[src/rtl/div_ctrl.sv]
// div_ctrl: multicycle 32-bit restoring divider for DIV/DIVU with pipeline stall control.
// Quotient to lo_out and remainder to hi_out; divide-by-zero short-circuits through ZERO.
module div_ctrl (
   input  logic        clk,
   input  logic        rst,
   input  logic        startE,
   input  logic        signedE,
   input  logic [31:0] srcaE,
   input  logic [31:0] srcbE,
   input  logic        cancel,
   output logic        div_stall,
   output logic        div_done,
   output logic        div_zero,
   output logic [31:0] hi_out,
   output logic [31:0] lo_out
);
   typedef enum logic [1:0] {IDLE, BUSY, ZERO, DONE} state_t;
   state_t r_state, w_next;
   logic [4:0]  r_cnt;
   logic [31:0] r_quo, r_rem, r_div, r_hi, r_lo;
   logic        r_neg_q, r_neg_r, r_zero;
   logic [31:0] w_a_mag, w_b_mag, w_q_nx, w_r_nx;
   logic [32:0] w_sh, w_diff;
   logic        w_start;

   assign w_start = r_state == IDLE && startE;
   assign w_a_mag = signedE && srcaE[31] ? -srcaE : srcaE;
   assign w_b_mag = signedE && srcbE[31] ? -srcbE : srcbE;
   // r_quo starts as the dividend magnitude and shifts quotient bits in from the right
   assign w_sh    = {r_rem, r_quo[31]};
   assign w_diff  = w_sh - {1'b0, r_div};
   assign w_q_nx  = {r_quo[30:0], ~w_diff[32]};
   assign w_r_nx  = w_diff[32] ? w_sh[31:0] : w_diff[31:0];

   always_comb begin
      w_next = r_state;
      case (r_state)
         IDLE:    w_next = startE ? (srcbE == 32'd0 ? ZERO : BUSY) : IDLE;
         BUSY:    w_next = cancel ? IDLE : (r_cnt == 5'd31 ? DONE : BUSY);
         ZERO:    w_next = cancel ? IDLE : DONE;
         default: w_next = IDLE;
      endcase
   end

   assign div_stall = w_start || r_state == BUSY || r_state == ZERO;
   assign div_done  = r_state == DONE;
   assign div_zero  = r_zero;
   assign hi_out    = r_hi;
   assign lo_out    = r_lo;

   always_ff @(posedge clk or posedge rst)
      if (rst) begin
         r_state <= IDLE;
         r_cnt   <= 5'd0;
         r_quo   <= 32'd0;
         r_rem   <= 32'd0;
         r_div   <= 32'd0;
         r_neg_q <= 1'b0;
         r_neg_r <= 1'b0;
         r_hi    <= 32'd0;
         r_lo    <= 32'd0;
         r_zero  <= 1'b0;
      end else begin
         r_state <= w_next;
         if (w_start) begin
            r_cnt   <= 5'd0;
            r_quo   <= srcbE == 32'd0 ? srcaE : w_a_mag;
            r_rem   <= 32'd0;
            r_div   <= w_b_mag;
            r_neg_q <= signedE && (srcaE[31] ^ srcbE[31]);
            r_neg_r <= signedE && srcaE[31];
         end else if (r_state == BUSY) begin
            r_cnt <= r_cnt + 5'd1;
            r_quo <= w_q_nx;
            r_rem <= w_r_nx;
         end
         // results are loaded on entry to DONE so they are valid during the div_done pulse
         if (w_next == DONE) begin
            r_zero <= r_state == ZERO;
            r_lo   <= r_state == ZERO ? 32'hFFFF_FFFF : (r_neg_q ? -w_q_nx : w_q_nx);
            r_hi   <= r_state == ZERO ? r_quo : (r_neg_r ? -w_r_nx : w_r_nx);
         end
      end
endmodule
[config.mk]
export PLATFORM = sky130hd
export DESIGN_NAME = div_ctrl
export DESIGN_NICKNAME = d
export VERILOG_FILES = /design/src/rtl/div_ctrl.sv
export SDC_FILE = /design/constraint.sdc
export NUM_CORES = 1
export LEC_CHECK = 0
export ABC_AREA = 1
export CAP_MARGIN = 15
export CORE_MARGIN = 4
export CORE_UTILIZATION = 25
export DETAILED_ROUTE_END_ITERATION = 8
export PLACE_DENSITY = 0.42
export SYNTH_ARGS = -nofsm -noshare
export SYNTH_HDL_FRONTEND = slang
export SYNTH_SLANG_ARGS = --single-unit
[constraint.sdc]
create_clock -name clk -period 9.2 [get_ports clk]
set_input_delay 1.84 -clock clk [delete_from_list [all_inputs] [get_ports clk]]
set_output_delay 1.84 -clock clk [all_outputs]
set_load 0.005 [all_outputs]
==> results.md, run 1 <==
- Antenna Diode Count: 0
- CTS clock-pin slew for the worst setup and hold paths: 0.06 ns
- Worst path slowest cell: nor2_1
- WS Path Type: in2out
- Detailed Route Iter0 Violations: 1143
- Vias per cell: 4.712
- CP Max Fanout: 11
- Most common cell after layout, fill and taps aside: nand2_1
- Share of cells above drive strength 1: 4.764%
- Peak supply drop: 0.1905 mV
- Adder-cell share of the synthesized area: 3.647%
- Initial antenna violation count: 0
- Reg power frac: 20.8%
- Final wirelength: 53390 um
- Worst Path Required: 7.36 ns
- Per-cell routed wire length: 18.28 um
- DP Wirelength: 42480 um
- Outcome: complete, no violations
- Highest cell delay on the worst timing path: 0.54 ns
- Area grow syn2layout: 19.27%
- Min Tclk post-route: 5.424 ns
- Reg2reg setup slack: 4.16 ns
- Crit path buf inv count: 3
- Cell Pwr Density: 333.5 mW/mm2
- Mux cell area share after synthesis: 0%
- Area fraction in compound gates after synthesis: 12.71%
- Total net switching power: 2.982 mW
- Post-synth ARST share: 100.0%
- H-tree depth: 4
- Syn Nets: 2222
- Slew of the pin with the lowest slew margin: 1.036 ns
- Final hold violation count: 0
- Clk root buf: clkbuf_16
- Int Pwr: 2.424 mW
- Hold path depth: 2
- Arrival time of the worst setup path: 3.58 ns
- Vias in the first global route: 13120
- GRT Total Usage: 18.30%
- Grt ovf: 0
- Drt first pass iters: 5
- Worst Setup Start Kind: input pin
- CTS tree: done
- Synth Register Bits: 170
- Final period utilization: 58.96%
- Starting Density: 25.25%
- Avg Cell Area, Syn: 6.427 um2
- Hold buffer count at cts: 0
- EDFF count, synth: 0
- PostCTS Resize Cnt: 0
- Synth unique cells: 52
- Synthesized area: 0.01359 mm2
- Commonest non-fill, non-tap cells in the layout: nand2_1, inv_1, nor2_1
- Die H: 241.1 um
- FF-to-FF End: lo_out[28]
- Die ar.: 0.05814 mm2
- Dpl ws: 3.758 ns
- Leakage power total: 8.191 nW
- YS warnings: 0
- Post-route ant nets: 0
- HP Class: reg2reg
- Max-slew violations: 0
- Fin Setup TNS: 0 ns
- IO Port Bufs: 135
- Final worst slack: 3.776 ns
- Core Footprint: 0.05381 mm2
- Fillers: 6063
- Reg-to-Reg Start: r_quo[31]
- # rows: 85
- Worst skew pair latency: 0.47 ns
- Final Wtd Congestion: 0.8898
- Ys flop type: dfrtp_1
- CP top delay family: buffers and inverters
- R2r worst-path depth: 29
- Main combinational cell family by area after synthesis: simple AND/OR/NAND/NOR gates
- Max Root-Sink Buffers: 2
- Final net count: 2322
- Hold Path Sink: r_div[4]
- Gate power share: 65.4%
- Total Power: 5.405 mW
- Simple-gate area share of the yosys netlist: 34.51%
- Worst Hold Launch: r_div[4]
- Maxcap violations: 0
- Global-route wire length before repair: 80700 um
- RSZ-0062 raised after global routing: no
- Critical path endpoint category: output pin
- XOR/XNOR share of the synthesized area: 5.931%
- Clk sink count: 170
- Sw Share: 55.16%
- Total CTS buffers: 17
- Syn Inst Count: 2114
- Worst path cell trace: clkdlybuf4s50_1, nand2_1, inv_1, nor2_1, nand2_1, clkdlybuf4s50_1
- Post-CTS setup buffers: 0
- Vias: 13770
- Sequential cell area fraction in the yosys report: 31.31%
- DRC: 0
- Largest net degree at the start of global routing: 104
- Setup Skew: 0.01705 ns
- Max Fclk: 0.1844 GHz
- Final setup fails: 0
- Power share of the clock group: 13.8%
- Relative slew margins: 30.84%
- I/O pins: 136
- Die extent in x: 241.1 um
## cell type report
type	count	area (um2)	share of cell area [%]
clock buffer	19	432.9	2.671
sequential	170	4254	26.25
multi-input combinational	1536	7744	47.78
tap	696	870.8	5.374
clock inverter	11	137.6	0.8493
inverter	341	1285	7.929
timing repair buffer	148	1481	9.141
## tightest hold or removal path: stages (launching register included)
cell     delay, ns
dfrtp_1       0.34
nand2_1       0.05
o21ai_0       0.05
## kinds of logic after synthesis
group,count (synthesis)
buffers and inverters,408
adder cells (fa/ha/maj),39
AO/OA/AOI/OAI,298
AND/OR/NAND/NOR,1107
XOR/XNOR,92
flip-flops,170
## cell usage after synthesis, types with 11 or more instances
cell type | instances | share of area, %
nand2_1 | 641 | 18
nand3_1 | 144 | 5.3
ha_1 | 38 | 3.5
nand4_1 | 25 | 1.2
inv_1 | 325 | 9.0
xnor2_1 | 12 | 0.77
nand3b_1 | 11 | 0.61
a22oi_1 | 32 | 1.8
xor2_1 | 80 | 5.2
nand2_2 | 18 | 0.83
nor2_1 | 204 | 5.6
nor2_2 | 11 | 0.51
nor3_1 | 26 | 0.96
o21ai_0 | 143 | 5.3
o22ai_1 | 51 | 2.3
o21ai_1 | 12 | 0.44
a21oi_1 | 32 | 1.2
dfrtp_1 | 170 | 31
inv_2 | 12 | 0.33
clkbuf_1 | 45 | 1.2
## routing by layer
layer / GRT usage, % / vias up / wire length, um
li1: - / 6910 / -
met4: 4.973 / 0 / 1134
met2: 28.00 / 362 / 23300
met3: 3.805 / 51 / 3082
met5: 0 / - / 0
met1: 26.27 / 6442 / 25870
## power by group through the flow
stage	logic [mW]	clock network, mW	registers, mW
CTS	3.55	0.766	1.13
detailed placement	3.53	0	1.14
floorplan	2.62	0	1.04
global placement	3.53	0	1.14
global route	4.03	0.800	1.14
finish	3.53	0.747	1.12
## registers in the layout (all words and copies together) (netlist names)
register and cells:
r_div 32, r_neg_q 1, div_zero 1, lo_out 32, r_state 2, r_neg_r 1
r_rem 32, r_quo 32, hi_out 32, r_cnt 5
## per-stage QoR
stage	area [um2]	hold slack (ns)	util (%)	cells
final	16210	0.4810	30.11	2921
after global routing	16210	0.5069	30.11	2921
after CTS	16180	0.4896	30.06	2920
after detailed placement	15610	0.4742	29.00	2890
after global placement	15610	0.4695	29.00	2890
after floorplan	13590	0.4530	-	2114
## worst max path at each step
stage | startpoint | to | cells past startpoint
6_report | startE | div_stall | 6
5_1_grt | startE | div_stall | 6
4_1_cts | startE | div_stall | 6
3_5_place_dp | startE | div_stall | 6
3_3_place_gp | startE | div_stall | 6
2_1_floorplan | rst | div_zero | 1
Power figures use the tool's default switching activity.
==> inputs of run 2 (changes only) <==
- PLACE_DENSITY: 0.42 -> 0.44
- clock period: 9.2 -> 4.5 ns (I/O delays scaled with it)
==> run 2 against run 1 <==
Net effect:
- first-iteration DRC count down 0.87%
- clock power up 130%
- critical endpoint is now lo_out[28]
- clock-buffer cell count down 1
- non-clock buffer count up 18
- hold slack better by 0.0068 ns
- critical path type is now reg2reg
- cell count up 0.68%
- clock skew down 0.0037 ns
- worst setup slack worse by 3.3 ns
==> results.md, run 2 (same netlist as run 1, synthesis figures left out) <==
- Die ar.: 0.05814 mm2
- Final worst slack: 0.4480 ns
- Worst Setup Start Kind: flop
- # rows: 85
- Inst Count DP: 2908
- Highest cell delay on the worst timing path: 0.36 ns
- CP top delay family: simple AND/OR/NAND/NOR gates
- Area grow syn2layout: 21.09%
- DRC: 0
- Final net count: 2340
- Critical path endpoint category: flop
- Final hold violation count: 0
- Final Wtd Congestion: 0.8950
- Final period utilization: 90.04%
- RSZ-0062 raised after global routing: no
- GRT Total Usage: 18.12%
- I/O pins: 136
- Share of cells above drive strength 1: 6.102%
- Clk root buf: clkbuf_16
- Worst skew pair latency: 0.46 ns
- Vias per cell: 4.779
- Most common cell after layout, fill and taps aside: nand2_1
- Fillers: 5931
- Max Fclk: 0.2468 GHz
- Worst path slowest cell: dfrtp_1
- Cell Pwr Density: 687.9 mW/mm2
- Relative slew margins: 35.44%
- Drt first pass iters: 5
- Die H: 241.1 um
- WS Path Type: reg2reg
- Post-CTS setup buffers: 0
- Worst Path Required: 4.85 ns
- Max Root-Sink Buffers: 2
- Max-slew violations: 0
- Clk sink count: 170
- Min Tclk post-route: 4.052 ns
- Antenna Diode Count: 0
- Post-route ant nets: 0
- H-tree depth: 4
- IO Port Bufs: 135
- Starting Density: 25.25%
- Vias: 14060
- Non-filler cells, final: 2941
- R2r worst-path depth: 30
- CP Max Fanout: 4
- Initial antenna violation count: 0
- Dpl ws: 0.1800 ns
- CTS tree: done
- Outcome: complete, no violations
- Critical path depth: 30
- Hold slack: 0.4878 ns
- Arrival time of the worst setup path: 4.40 ns
- CTS clock-pin slew for the worst setup and hold paths: 0.08 ns
- Commonest non-fill, non-tap cells in the layout: nand2_1, inv_1, nor2_1
- Die extent in x: 241.1 um
- Fin Setup TNS: 0 ns
- Vias in the first global route: 13520
- Global-route wire length before repair: 81200 um
- Design area: 0.01645 mm2
- Final setup fails: 0
- Slew of the pin with the lowest slew margin: 0.9685 ns
- Placed Area: 0.01574 mm2
- Final wirelength: 52910 um
- Grt ovf: 0
- Crit path buf inv count: 3
- HP Class: reg2reg
- Hold path depth: 2
- Largest net degree at the start of global routing: 118
- Maxcap violations: 0
- Total CTS buffers: 17
- DP Wirelength: 42390 um
- Leakage power total: 8.320 nW
- Per-cell routed wire length: 17.99 um
- Peak supply drop: 0.4026 mV
- Detailed Route Iter0 Violations: 1133
- Setup Skew: 0.01334 ns
- Core Footprint: 0.05381 mm2
==> run 2: metal layers <==
layer,vias up,global-route usage [%],wire length [um]
met3,43,2.434,2856
met2,417,28.62,23870
met1,6643,26.37,25370
met4,0,4.225,817
met5,-,0,0
li1,6953,-,-
==> run 2: final cells by class <==
| class | instances | area (um2) | area share, % |
|---|---|---|---|
| inverter | 341 | 1284 | 7.803 |
| sequential | 170 | 4254 | 25.86 |
| multi-input combinational | 1536 | 7764 | 47.19 |
| timing repair buffer | 166 | 1617 | 9.826 |
| clock inverter | 14 | 224.0 | 1.361 |
| clock buffer | 18 | 439.2 | 2.669 |
| tap | 696 | 870.8 | 5.293 |
==> run 2: worst register-to-register path: cells and delay by family (launching register included) <==
family | cells | cell delay, ns
and+or+nand+nor | 21 | 2.23
adders and majority gates | 3 | 0.77
DFF | 1 | 0.36
AOI/OAI and AO/OA | 3 | 0.36
buffers and inverters | 3 | 0.22
==> run 2: worst paths after layout <==
kind                         endpoint      start  slack, ns
setup reg to reg           lo_out[28]  r_quo[31]       0.45
hold / removal               r_div[7]   r_div[7]       0.49
hold reg to reg              r_div[7]   r_div[7]       0.49
setup / recovery           lo_out[28]  r_quo[31]       0.45
min in group asynchronous  lo_out[13]        rst       0.95
max in group asynchronous   r_div[27]        rst       2.93
==> run 2: what timing repair did <==
| action | in CTS | in global routing |
|---|---|---|
| gates resized for setup | 0 | 10 |
| setup endpoints to repair | 0 | 5 |
| hold buffers | 0 | 0 |
==> run 2: per-stage QoR <==
| stage | power, mW | utilization, % |
|---|---|---|
| floorplan | 7.475 | - |
| global placement | 9.538 | 29.24 |
| detailed placement | 9.591 | 29.24 |
| CTS | 11.36 | 30.47 |
| global route | 12.40 | 30.57 |
| finish | 11.32 | 30.57 |
==> run 2: power breakdown <==
part           switching (mW)  internal, mW  leakage, nW  total (mW)
logic                    5.02          2.30         5.88        7.32
registers               0.404          1.88         2.12        2.29
clock network           0.739         0.971        0.322        1.71
total                    6.16          5.16         8.32        11.3
==> inputs of run 3 (changes only) <==
- CORE_UTILIZATION: 25 -> 53
- PLACE_DENSITY: 0.44 -> 0.79
==> run 3 against run 2 <==
Net effect:
- sequential share of layout area grew 1.1 points
- routed wire length shrank 16%
- sequential power is essentially flat
- clock power shrank 11%
- largest cell class unchanged
- hold slack gained 0.0023 ns
- cell count shrank 13%
- critical endpoint unchanged
==> results.md, run 3 (same netlist as run 1, synthesis figures left out) <==
- Area of the multi-input gates: 0.007745 mm2
- Gate power share: 65.2%
- Non-filler cells, final: 2562
- Worst path most repeated cell: nand2_1
- Routed length on met1: 19430 um
- Critical path endpoint category: flop
- Worst Setup Start Kind: flop
- Core Footprint: 0.02518 mm2
- DR WL met3: 5085 um
- GRT Total Usage: 31.05%
- Power share of the clock group: 13.9%
- Max Used Layer: met4
- Antenna Diode Count: 0
- DRC: 0
- Post-route ant nets: 0
- Die ar.: 0.02826 mm2
- Int Pwr: 4.961 mW
- Final wirelength: 44550 um
- Setup Skew: 0.01414 ns
- HP Class: reg2reg
- H-tree depth: 4
- Outcome: complete, no violations
- Total CTS buffers: 17
- Final net count: 2327
- Per-cell routed wire length: 17.39 um
- WS Path Type: reg2reg
- Clk sink count: 170
- WL met2: 18860 um
- Inst Count DP: 2530
- Max Fclk: 0.2418 GHz
- Vias in the first global route: 13240
- Leakage power total: 8.219 nW
- Slew of the pin with the lowest slew margin: 1.082 ns
- I/O pins: 136
- Starting Density: 53.96%
- Arrival time of the worst setup path: 4.52 ns
- DP Wirelength: 34980 um
- Vias per cell: 5.579
- Register area: 0.004254 mm2
- Clk root buf: clkbuf_16
- Highest cell delay on the worst timing path: 0.41 ns
- Worst skew pair latency: 0.45 ns
- Total Power: 10.97 mW
- Sw Share: 54.78%
- Most common cell after layout, fill and taps aside: nand2_1
- CTS tree: done
- Share of cells above drive strength 1: 5.332%
- Final hold violation count: 0
- Relative slew margins: 27.82%
- Final period utilization: 91.90%
- CTS clock-pin slew for the worst setup and hold paths: 0.07 ns
- Peak supply drop: 0.4602 mV
- Die H: 168.1 um
- Vias: 14290
- Dpl ws: 0.2718 ns
- Largest net degree at the start of global routing: 171
- Detailed Route Iter0 Violations: 1605
- Maxcap violations: 0
- Final worst slack: 0.3645 ns
- Grt ovf: 0
- Drt first pass iters: 6
- Max-slew violations: 0
- Reg power frac: 20.9%
- # rows: 58
- Worst Path Required: 4.88 ns
- Hold buffer count at cts: 0
- Min Tclk post-route: 4.136 ns
- Area grow syn2layout: 16.28%
- Max Root-Sink Buffers: 2
- Final Wtd Congestion: 1.015
- Worst path slowest cell: fa_1
- Total net switching power: 6.010 mW
- Global-route wire length before repair: 70160 um
- Commonest non-fill, non-tap cells in the layout: nand2_1, inv_1, nor2_1
- CP Max Fanout: 15
- IO Port Bufs: 135
- Initial antenna violation count: 0
- Die extent in x: 168.1 um
- Final setup fails: 0
- Fillers: 2319
- Cell Pwr Density: 694.5 mW/mm2
run 3: final timing paths:
kind / cells past startpoint / end / slack [ns] / start
setup / recovery: 31 / lo_out[28] / 0.36 / r_quo[31]
hold / removal: 2 / r_div[9] / 0.49 / r_div[9]
setup reg to reg: 31 / lo_out[28] / 0.36 / r_quo[31]
hold reg to reg: 2 / r_div[9] / 0.49 / r_div[9]
max in group asynchronous: 3 / r_div[11] / 2.75 / rst
min in group asynchronous: 3 / div_zero / 1.08 / rst
run 3: cell type report:
type | instances | area share (%)
multi-input combinational | 1536 | 49.02
sequential | 170 | 26.93
timing repair buffer | 153 | 9.488
inverter | 341 | 8.125
clock buffer | 17 | 2.693
tap | 330 | 2.613
clock inverter | 15 | 1.132
run 3: stage by stage:
| stage | TNS [ns] | area [um2] | utilization (%) | hold slack [ns] |
|---|---|---|---|---|
| 2_1_floorplan | 0 | 13590 | - | 0.4530 |
| 3_3_place_gp | 0 | 15180 | 60.28 | 0.4658 |
| 3_5_place_dp | 0 | 15180 | 60.28 | 0.4733 |
| 4_1_cts | 0 | 15780 | 62.68 | 0.4911 |
| 5_1_grt | -0.006633 | 15800 | 62.74 | 0.5108 |
| 6_report | 0 | 15800 | 62.74 | 0.4901 |
run 3: critical path, delay by kind of cell, from the launching register on:
kind,cells,cell delay (ns)
buffers and inverters,3,0.30
DFF,1,0.36
and+or+nand+nor,23,2.41
adders and majority gates,3,0.82
AOI/OAI and AO/OA,2,0.19
run 3: power groups by stage:
| stage | Sequential, mW | Clock, mW | Combinational, mW |
|---|---|---|---|
| 5_1_grt | 2.31 | 1.59 | 8.02 |
| 4_1_cts | 2.27 | 1.53 | 7.03 |
| 6_report | 2.29 | 1.53 | 7.15 |
| 3_3_place_gp | 2.28 | 0 | 6.89 |
| 2_1_floorplan | 2.12 | 0 | 5.35 |
| 3_5_place_dp | 2.29 | 0 | 6.99 |
run 3: routing by layer:
layer	up-vias	global-route usage, %
li1	6902	-
met2	732	46.23
met1	6581	45.58
met5	-	0
met4	0	8.504
met3	78	7.067
run 3: timing repair:
| item | CTS | global route |
|---|---|---|
| gates resized for setup | 0 | 5 |
| setup endpoints to repair | 0 | 4 |
| setup buffers | 0 | 0 |
